**src/rtl/wf_delay_line.sv**
```systemverilog
// Sample delay stage: a circular buffer that emits each accepted sample together
// with the sample accepted dly_q samples earlier, behind one registered output stage.
module wf_delay_line #(
    parameter int DATA_W = 16,
    parameter int DEPTH  = 64,
    parameter int DLY_W  = $clog2(DEPTH)
) (
    input  logic              clk,
    input  logic              reset,
    input  logic [DLY_W-1:0]  cfg_delay,
    input  logic              cfg_load,
    input  logic [DATA_W-1:0] s_data,
    input  logic              s_valid,
    output logic              s_ready,
    output logic [DATA_W-1:0] m_data,
    output logic [DATA_W-1:0] m_delayed,
    output logic              m_valid,
    output logic              delay_valid,
    input  logic              m_ready
);

    typedef enum logic {FILL, RUN} state_t;

    localparam logic [DLY_W-1:0] ONE = 1;

    logic [DATA_W-1:0] buf_mem [DEPTH];
    logic [DLY_W-1:0]  wr_ptr;
    logic [DLY_W-1:0]  fill;
    logic [DLY_W-1:0]  dly_q;
    state_t            state;

    logic              accept;
    logic [DLY_W-1:0]  eff_dly;
    logic [DLY_W-1:0]  eff_fill;
    state_t            eff_state;
    logic [DLY_W-1:0]  rd_ptr;
    logic [DLY_W-1:0]  fill_inc;
    logic [DLY_W-1:0]  fill_next;
    state_t            state_next;
    logic              tap_valid;

    assign s_ready = !m_valid || m_ready;
    assign accept  = s_valid && s_ready;

    // A load takes effect for an accept in the same cycle, so resolve the
    // delay/fill/state that this cycle's sample should see first.
    // The cfg_delay port is only DLY_W bits wide, so it can never exceed DEPTH-1.
    always_comb begin
        eff_dly    = cfg_load ? cfg_delay : dly_q;
        eff_fill   = cfg_load ? '0 : fill;
        eff_state  = cfg_load ? FILL : state;
        rd_ptr     = wr_ptr - eff_dly;
        fill_inc   = eff_fill + ONE;
        fill_next  = eff_fill;
        state_next = eff_state;
        tap_valid  = 1'b1;
        case (eff_state)
            FILL: begin
                tap_valid = (eff_fill >= eff_dly);
                if (accept)
                    fill_next = fill_inc;
                if (eff_dly == '0)
                    state_next = RUN;
                else if (accept && (fill_inc >= eff_dly))
                    state_next = RUN;
            end
            RUN: begin
                tap_valid = 1'b1;
            end
            default: begin
                state_next = FILL;
            end
        endcase
    end

    always_ff @(posedge clk) begin
        if (accept)
            buf_mem[wr_ptr] <= s_data;
    end

    always_ff @(posedge clk) begin
        if (!reset) begin
            m_valid     <= 1'b0;
            delay_valid <= 1'b0;
            m_data      <= '0;
            m_delayed   <= '0;
            wr_ptr      <= '0;
            fill        <= '0;
            dly_q       <= '0;
            state       <= FILL;
        end else begin
            if (cfg_load)
                dly_q <= cfg_delay;
            fill  <= fill_next;
            state <= state_next;
            if (accept) begin
                wr_ptr      <= wr_ptr + ONE;
                m_data      <= s_data;
                m_delayed   <= (eff_dly == '0) ? s_data : buf_mem[rd_ptr];
                delay_valid <= tap_valid;
                m_valid     <= 1'b1;
            end else if (m_ready) begin
                m_valid <= 1'b0;
            end
        end
    end

endmodule

```
**config.mk**
```make
export PLATFORM = sky130hd
export DESIGN_NAME = wf_delay_line
export DESIGN_NICKNAME = d
export VERILOG_FILES = /design/src/rtl/wf_delay_line.sv
export SDC_FILE = /design/constraint.sdc
export NUM_CORES = 1
export LEC_CHECK = 0
export BUFFER_PORTS_ARGS = -buffer_cell sky130_fd_sc_hd__buf_2
export CAP_MARGIN = 20
export CORE_MARGIN = 5
export CORE_UTILIZATION = 30
export CTS_CLUSTER_DIAMETER = 150
export DETAILED_ROUTE_END_ITERATION = 7
export PLACE_DENSITY = 0.54
export SLEW_MARGIN = 20
export SYNTH_ARGS = -nofsm -noshare
export SYNTH_HDL_FRONTEND = slang
export SYNTH_SLANG_ARGS = --single-unit
```
**constraint.sdc**
```tcl
create_clock -name clk -period 4.7 [get_ports clk]
set_clock_uncertainty 0.15 [all_clocks]
set_input_delay 1.175 -clock clk [delete_from_list [all_inputs] [get_ports clk]]
set_output_delay 1.175 -clock clk [all_outputs]
set_load 0.05 [all_outputs]
```
# After elaboration in Yosys (flattened, before gate mapping)
# Memory sizes are Yosys's and may differ from the RTL's. A register that Yosys moved wholly into a read port is not among the register bits.
# Index checks and enable logic that the tools add are counted.
# Widths: inputs -> output; s select.
# word_totals
regBits	37
ramBits	1024
in_bits	27
out_inout_bits	35
elab_cells	34
n_memories	1
# memory_table
name	words	width	read_ports	rd_ports_with_merged_regs	write_ports	line	source
buf_mem	64	16	1	1	1	26	logic [DATA_W-1:0] buf_mem [DEPTH];
# classes
addsub	3
order_cmp	2
mux	13
bitwise_logic	1
reduce_logical	7
# ops
op	n
$mux 6	4
$add 6x1->6 const B	2
$ge 6x6->1	2
$mux 1	8
$logic_not 6->1	1
$sub 6x6->6	1
$logic_and 1x1->1	2
$logic_not 1->1	2
$pmux 1 s2	1
$reduce_bool 2->1	1
$logic_or 1x1->1	1
$not 1->1	1

# Depth between registers and ports, before layout
# Gate-level depths: netlist of run 1.
# depth
ltp_word	7
mapped_depth	15
mapped_depth_nobuf	11

# Worst setup path after synthesis of run 1
# Ideal clock, no wire load.
# synth_path
kind	input to register
startpoint	input cfg_load
endpoint	register m_delayed[8] (read register of buf_mem)
setup_ns	0.117
arrival_ns	4.287
t_required_ns	4.433
setup_slack_ns	0.145
cell_stages	12
path_buffers	3
cell_sequence	clkbuf_1 > buf_1 > mux2i_1 > ha_1 > nor2_1 > a21oi_4 > xnor2_4 > buf_2 > mux4_2 > mux2i_1 > nand2_1 > a32o_1
# synth_via
elab_chain_cells	2
# synth_rtl
element	line	source
from (decl)	11	input logic cfg_load,
$mux 6	-	
$sub 6x6->6	52	rd_ptr = wr_ptr - eff_dly;
to (decl)	16	output logic [DATA_W-1:0] m_delayed,
# No other way between the ends.
# A chain may end at the register's enable or synchronous reset.

# Worst setup path after layout of run 1
# layout_path
startpoint	input cfg_load
endpoint	register m_delayed[15] (read register of buf_mem)
# layout_via
elab_chain_cells	2
# layout_rtl
element	line	source
$mux 6	-	
named net eff_dly[0]	33	logic [DLY_W-1:0] eff_dly;
$sub 6x6->6	52	
# The timed path passes the listed nets, and every way through them passes these cells.

==> out/metrics.csv, run 1 <==
stage,metric,value,unit
synthesis,Yosys cell types,46,
timing,final number of hold-violating endpoints,0,
floorplanning,Initial Util,30.1,%
routing,drt first-iter violations,2269,
routing,Final ANT Viol Nets,0,
clocking,Root Driver,clkbuf_16,
grt,GRT overflow,0,
pwr,Sequential Power Share,45.4,%
pwr,Switching Fraction,26.0,%
clocking,CTS Hold Bufs,0,
routing,Avg Vias per Cell,4.95,
critical_path,worst stage delay on the critical path,0.88,ns
clocking,CTS Buf Count,112,
pwr,Int Pwr,17400,uW
layout,utilization after layout,35.7,%
pwr,P_sw,6110,uW
layout,highest-count cells in the layout ignoring fill and taps,"edfxtp_1, mux4_2, buf_4",
synthesis,Synth Flop Type,edfxtp_1,
synthesis,Post-Syn Nets,2133,
grt,initial antenna violation count,11,
critical_path,crit start category,input pin,
critical_path,capturing point of the worst reg2reg path,m_delayed[15],
routing,number of remaining DRC errors,0,
placement,IO Port Bufs,61,
placement,dpl cells,4154,
clocking,clock buffer depth,3,
timing,Fin Setup TNS,0,ns
grt,GRT Total Usage,15.0,%
routing,router iterations before antenna repair,7,
critical_path,worst path required time,5.19,ns
critical_path,Reg2Reg Depth,11,
critical_path,"Arr. time, crit path",4.64,ns
layout,"most common cell after layout, fill and taps aside",edfxtp_1,
timing,Final setup viols,0,
pwr,worst vdd ir,0.291,mV
grt,largest net degree at the start of global routing,67,
grt,number of global-route vias before repair,22300,
critical_path,worst setup path end,m_delayed[15],
timing,Final min period,4.16,ns
pwr,leakage power,0.0164,uW
timing,crit share post-route,88.5,%
synthesis,Mapped Cells,2090,
critical_path,critical-path cell list,"buf_2, mux2i_1, inv_1, ha_4, fa_4, buf_12, buf_12, buf_12, mux4_2, mux2i_1, mux4_2, and3_1, a211oi_1",
grt,met2 Usage GRT,23.7,%
layout,post-route insts no fill,4363,
floorplanning,IO Pins,62,
pwr,clock power share,37.0,%
timing,Hold Slack,0.315,ns
placement,dpl hpwl,71.2,mm
clocking,CTS tree,built,
grt,grt peak-use layer,met2,
synthesis,Mapped Area,42400,um^2
floorplanning,Die Span Y,386,um
synthesis,Post-synth ARST share,0,%
routing,DR WL/cell,25.7,um
floorplanning,Core Area,141000,um^2
floorplanning,die area,149000,um^2
worst_hold_path,worst hold path class,register to register,
run_status,status,completed,
critical_path,Worst setup startpoint,cfg_load,
placement,"worst slack, placed",-0.196,ns
critical_path,r2r setup slk,0.65,ns
layout,Syn-to-layout area delta,18.6,%
layout,layout cells sized above 1,30.2,%
synthesis,Syn. warnings,0,
floorplanning,row cnt,138,
floorplanning,Die W,386,um
clocking,clock-pin slew on the worst setup and hold paths,0.06,ns
clocking,CTS Sinks,1077,
critical_path,CP Class,input pin to register,
timing,Max Clk Rate,240,MHz
routing,Vias,21600,
critical_path,Worst setup EP type,register,
timing,Max transition margin,28.4,%
critical_path,worst-path fanout max,22,
synthesis,Syn Area/Cell,20.3,um^2
placement,global placer's final weighted congestion,0.847,
timing,Final WS setup,0.541,ns
critical_path,most frequent cell on the critical path,buf_12,
timing,RSZ-0062 raised after global routing,no,
timing,Slew Limit Fails,0,
pwr,Power per Cell Area,468,nW/um^2
clocking,clk_lat worst skew,0.72,ns
grt,first-pass GRT wire length,161,mm
synthesis,sequential fraction of the synthesis area,75.1,%
critical_path,R2R Path Start,wr_ptr[0],
critical_path,Worst path slowest cell,fa_4,
clocking,H-Tree Depth,3,
job,total of max-cap violations,0,
timing,Slew @ Worst Pin,1.07,ns
synthesis,Post-synth EDFFs,1024,
synthesis,#FFs+latches synth,1077,
clocking,post_cts resized,0,
clocking,Post-CTS Setup Inserts,0,
grt,grt met3 use,3.91,%
layout,Filler Cells Inserted,13100,
grt,met1 GRT Util,20.8,%
layout,nets,2422,
pwr,combinational share of power,17.6,%
routing,DRT Wirelength,112,mm
## power by group through the flow
stage | clock network, uW | registers, uW | logic, uW
4_1_cts | 8900 | 10700 | 4180
2_1_floorplan | 0 | 10900 | 2220
3_5_place_dp | 0 | 10900 | 4170
5_1_grt | 9310 | 10700 | 4370
6_report | 8700 | 10700 | 4130
3_3_place_gp | 0 | 10900 | 4140
## per-stage QoR
step / area [um^2] / total power, uW
6_report: 50300 / 23500
5_1_grt: 50200 / 24300
4_1_cts: 50200 / 23700
3_5_place_dp: 46600 / 15000
3_3_place_gp: 46600 / 15000
2_1_floorplan: 42400 / 13200
## final cells by class
class                   instances  area (um^2)  share of cell area (%)
multi-input cells             870         9960                    19.8
well taps                    1890         2360                    4.71
inverters                      25         93.8                   0.187
flip-flops and latches       1077        31800                    63.3
clock inverters                65          647                    1.29
repair buffers                293         2430                    4.84
diodes                          1         2.50                 0.00498
clock buffers                 142         2950                    5.86
## layer usage
layer	vias to the layer above	wire, um
li1	9130	-
met2	760	52400
met1	11600	47800
met4	2	2680
met3	153	9060
met5	-	14
## logic make-up after synthesis
kind of cell | Yosys count | synth area share [%]
XOR/XNOR | 21 | 0.549
adder cells (fa/ha/maj) | 16 | 0.490
multiplexers | 356 | 16.5
flip-flops | 1077 | 75.1
buffers and inverters | 143 | 1.64
AO/OA/AOI/OAI | 132 | 2.20
AND/OR/NAND/NOR | 345 | 3.59
## critical path: cells and delay by family
family / cells / cell delay (ns)
AO/OA/AOI/OAI: 1 / 0.20
adder cells (fa/ha/maj): 2 / 1.05
buffers and inverters: 5 / 0.80
multiplexers: 4 / 1.12
AND/OR/NAND/NOR: 1 / 0.22
## worst min path at each step
| stage | slack [ns] | depth (start not counted) | to | from |
|---|---|---|---|---|
| floorplan | 0.40 | 2 | dly_q[4] | dly_q[4] |
| global placement | 0.30 | 2 | m_data[14] | m_data[14] |
| detailed placement | 0.31 | 2 | m_data[0] | m_data[0] |
| CTS | 0.32 | 2 | m_data[0] | m_data[0] |
| global route | 0.34 | 2 | m_data[8] | m_data[8] |
| finish | 0.31 | 2 | m_data[7] | m_data[7] |
## cells in the mapped netlist (all sizes together), types with 3 or more instances
cell type | instances | area share [%]
nand3 | 44 | 0.52
inv | 25 | 0.22
o21ai | 13 | 0.15
or3 | 6 | 0.089
o21a | 4 | 0.071
nand2 | 160 | 1.4
mux4 | 273 | 15
a21oi | 25 | 0.32
dfxtp | 53 | 2.5
a211oi | 15 | 0.27
ha | 15 | 0.44
and2 | 11 | 0.16
mux2i | 82 | 1.9
clkbuf | 52 | 0.46
xnor2 | 11 | 0.27
o31ai | 3 | 0.065
a32oi | 30 | 0.62
buf | 66 | 0.96
nand2b | 4 | 0.059
and3 | 16 | 0.24
nand4 | 7 | 0.10
a21boi | 21 | 0.37
nor2b | 11 | 0.16
xor2 | 8 | 0.17
a31oi | 16 | 0.24
edfxtp | 1024 | 73
nor2 | 79 | 0.71
## state kept, by name, summed over array words and instances, names as in the netlist
register	count
buf_mem	1024
delay_valid	1
dly_q	6
fill	6
m_data	16
m_delayed	16
m_valid	1
state	1
wr_ptr	6
Power figures use the tool's default switching activity.
==> run 2: changes to the inputs <==
Settings changed: CORE_UTILIZATION 30 to 55, PLACE_DENSITY 0.54 to 0.8.
Clock period 4.7 ns to 5.1 ns, I/O delays scaled along.
==> out/metrics.csv, run 2 (synthesis results as in run 1) <==
stage,metric,value,unit
timing,Final WS setup,0.489,ns
routing,DRT Wirelength,105,mm
clocking,Post-CTS Setup Inserts,0,
run_status,status,"complete, but fails checks",
critical_path,CP top delay family,buffers and inverters,
grt,largest net degree at the start of global routing,67,
grt,number of global-route vias before repair,22700,
clocking,Root Driver,clkbuf_16,
layout,post-route insts no fill,3431,
timing,Final min period,4.61,ns
critical_path,critical-path cell list,"buf_2, mux2i_1, inv_1, ha_4, fa_4, buf_12, buf_12, buf_4, mux4_2, nand2_1, a32oi_1, a32oi_1, buf_4, a211oi_1",
layout,highest-count cells in the layout ignoring fill and taps,"edfxtp_1, mux4_2, buf_4",
floorplanning,Die Span Y,288,um
layout,nets,2357,
timing,RSZ-0062 raised after global routing,no,
floorplanning,Die W,288,um
floorplanning,IO Pins,62,
critical_path,worst path required time,5.54,ns
pwr,total power,21100,uW
layout,biggest regs,"buf_mem x1024, m_data x16, m_delayed x16",
placement,dpl hpwl,62.9,mm
placement,"worst slack, placed",-0.0379,ns
clocking,H-Tree Depth,3,
floorplanning,die area,82700,um^2
worst_hold_path,worst hold path class,register to register,
clocking,clock buffer depth,3,
critical_path,Worst setup EP type,register,
pwr,worst vdd ir,0.316,mV
floorplanning,Core Area,76200,um^2
timing,Max Clk Rate,217,MHz
routing,drt first-iter violations,3447,
critical_path,"Arr. time, crit path",5.05,ns
placement,IO Port Bufs,61,
floorplanning,Initial Util,55.6,%
layout,layout cells sized above 1,28.7,%
critical_path,CP Class,input pin to register,
timing,Slew @ Worst Pin,1.12,ns
routing,number of remaining DRC errors,1,
layout,Top reg by flops,buf_mem,
clocking,CTS Sinks,1077,
layout,Syn-to-layout area delta,14.4,%
run_status,failing checks,DRC,
pwr,leakage power,0.0160,uW
floorplanning,row cnt,101,
routing,Vias,22300,
grt,initial antenna violation count,1,
grt,GRT overflow,0,
critical_path,worst-path fanout max,20,
pwr,Power per Cell Area,436,nW/um^2
routing,Final ANT Viol Nets,0,
grt,first-pass GRT wire length,155,mm
critical_path,crit start category,input pin,
clocking,post_cts resized,0,
timing,Final setup viols,0,
clocking,clock-pin slew on the worst setup and hold paths,0.06,ns
timing,Fin Setup TNS,0,ns
timing,Slew Limit Fails,0,
layout,ANT cells,0,
timing,Max transition margin,25.1,%
clocking,CTS Buf Count,99,
layout,max reg flops,1024,
layout,"most common cell after layout, fill and taps aside",edfxtp_1,
timing,crit share post-route,90.4,%
critical_path,worst stage delay on the critical path,0.83,ns
routing,DR WL/cell,30.5,um
timing,final number of hold-violating endpoints,0,
clocking,clk_lat worst skew,0.68,ns
placement,global placer's final weighted congestion,0.884,
clocking,CTS Hold Bufs,0,
critical_path,Worst path slowest cell,fa_4,
clocking,CTS tree,built,
critical_path,"Buf+Inv Stages, Crit Path",6,
job,total of max-cap violations,0,
grt,GRT Total Usage,25.6,%
routing,router iterations before antenna repair,8,
placement,dpl cells,3243,
routing,Avg Vias per Cell,6.51,
==> run 2: layout make-up <==
type                    count  area, um^2
multi-input cells         870        9950
repair buffers            241        1910
inverters                  25        93.8
clock buffers             113        2590
fillers                  4797       27700
clock inverters            75         850
well taps                1030        1290
flip-flops and latches   1077       31800
==> run 2: power breakdown <==
group	switching [uW]	leakage [uW]	internal [uW]
Clock	3330	0.00167	4410
Sequential	68.4	0.00965	9730
Combinational	2060	0.00468	1550
Total	5450	0.0160	15700
==> run 2: worst paths after layout <==
path / startpoint / slack [ns] / endpoint / cells after the start
max: cfg_load / 0.49 / m_delayed[11] / 14
min: m_data[14] / 0.32 / m_data[14] / 2
min reg2reg: m_data[14] / 0.32 / m_data[14] / 2
max reg2reg: wr_ptr[0] / 0.98 / m_delayed[11] / 12
==> run 2: worst min-delay path, delay by kind of cell (launching register included) <==
family           cells  cell delay (ns)
AO/OA/AOI/OAI        1             0.06
flip-flops           1             0.31
AND/OR/NAND/NOR      1             0.05
==> run 2: stage by stage <==
| step | hold slack [ns] | utilization [%] | area (um^2) |
|---|---|---|---|
| detailed placement | 0.309 | 59.1 | 45000 |
| finish | 0.320 | 63.6 | 48500 |
| global route | 0.340 | 63.6 | 48500 |
| floorplan | 0.403 | - | 42400 |
| CTS | 0.322 | 63.6 | 48500 |
| global placement | 0.300 | 59.1 | 45000 |
==> run 2: per-layer routing <==
metal,part of all wire [%],global-route usage (%),vias up,wire (um)
met5,0,0,-,0
met4,3.8,8.59,0,3950
met3,12,5.68,241,12500
met2,49,41.2,1609,51200
met1,35,35.4,11500,37100
li1,-,-,8977,-
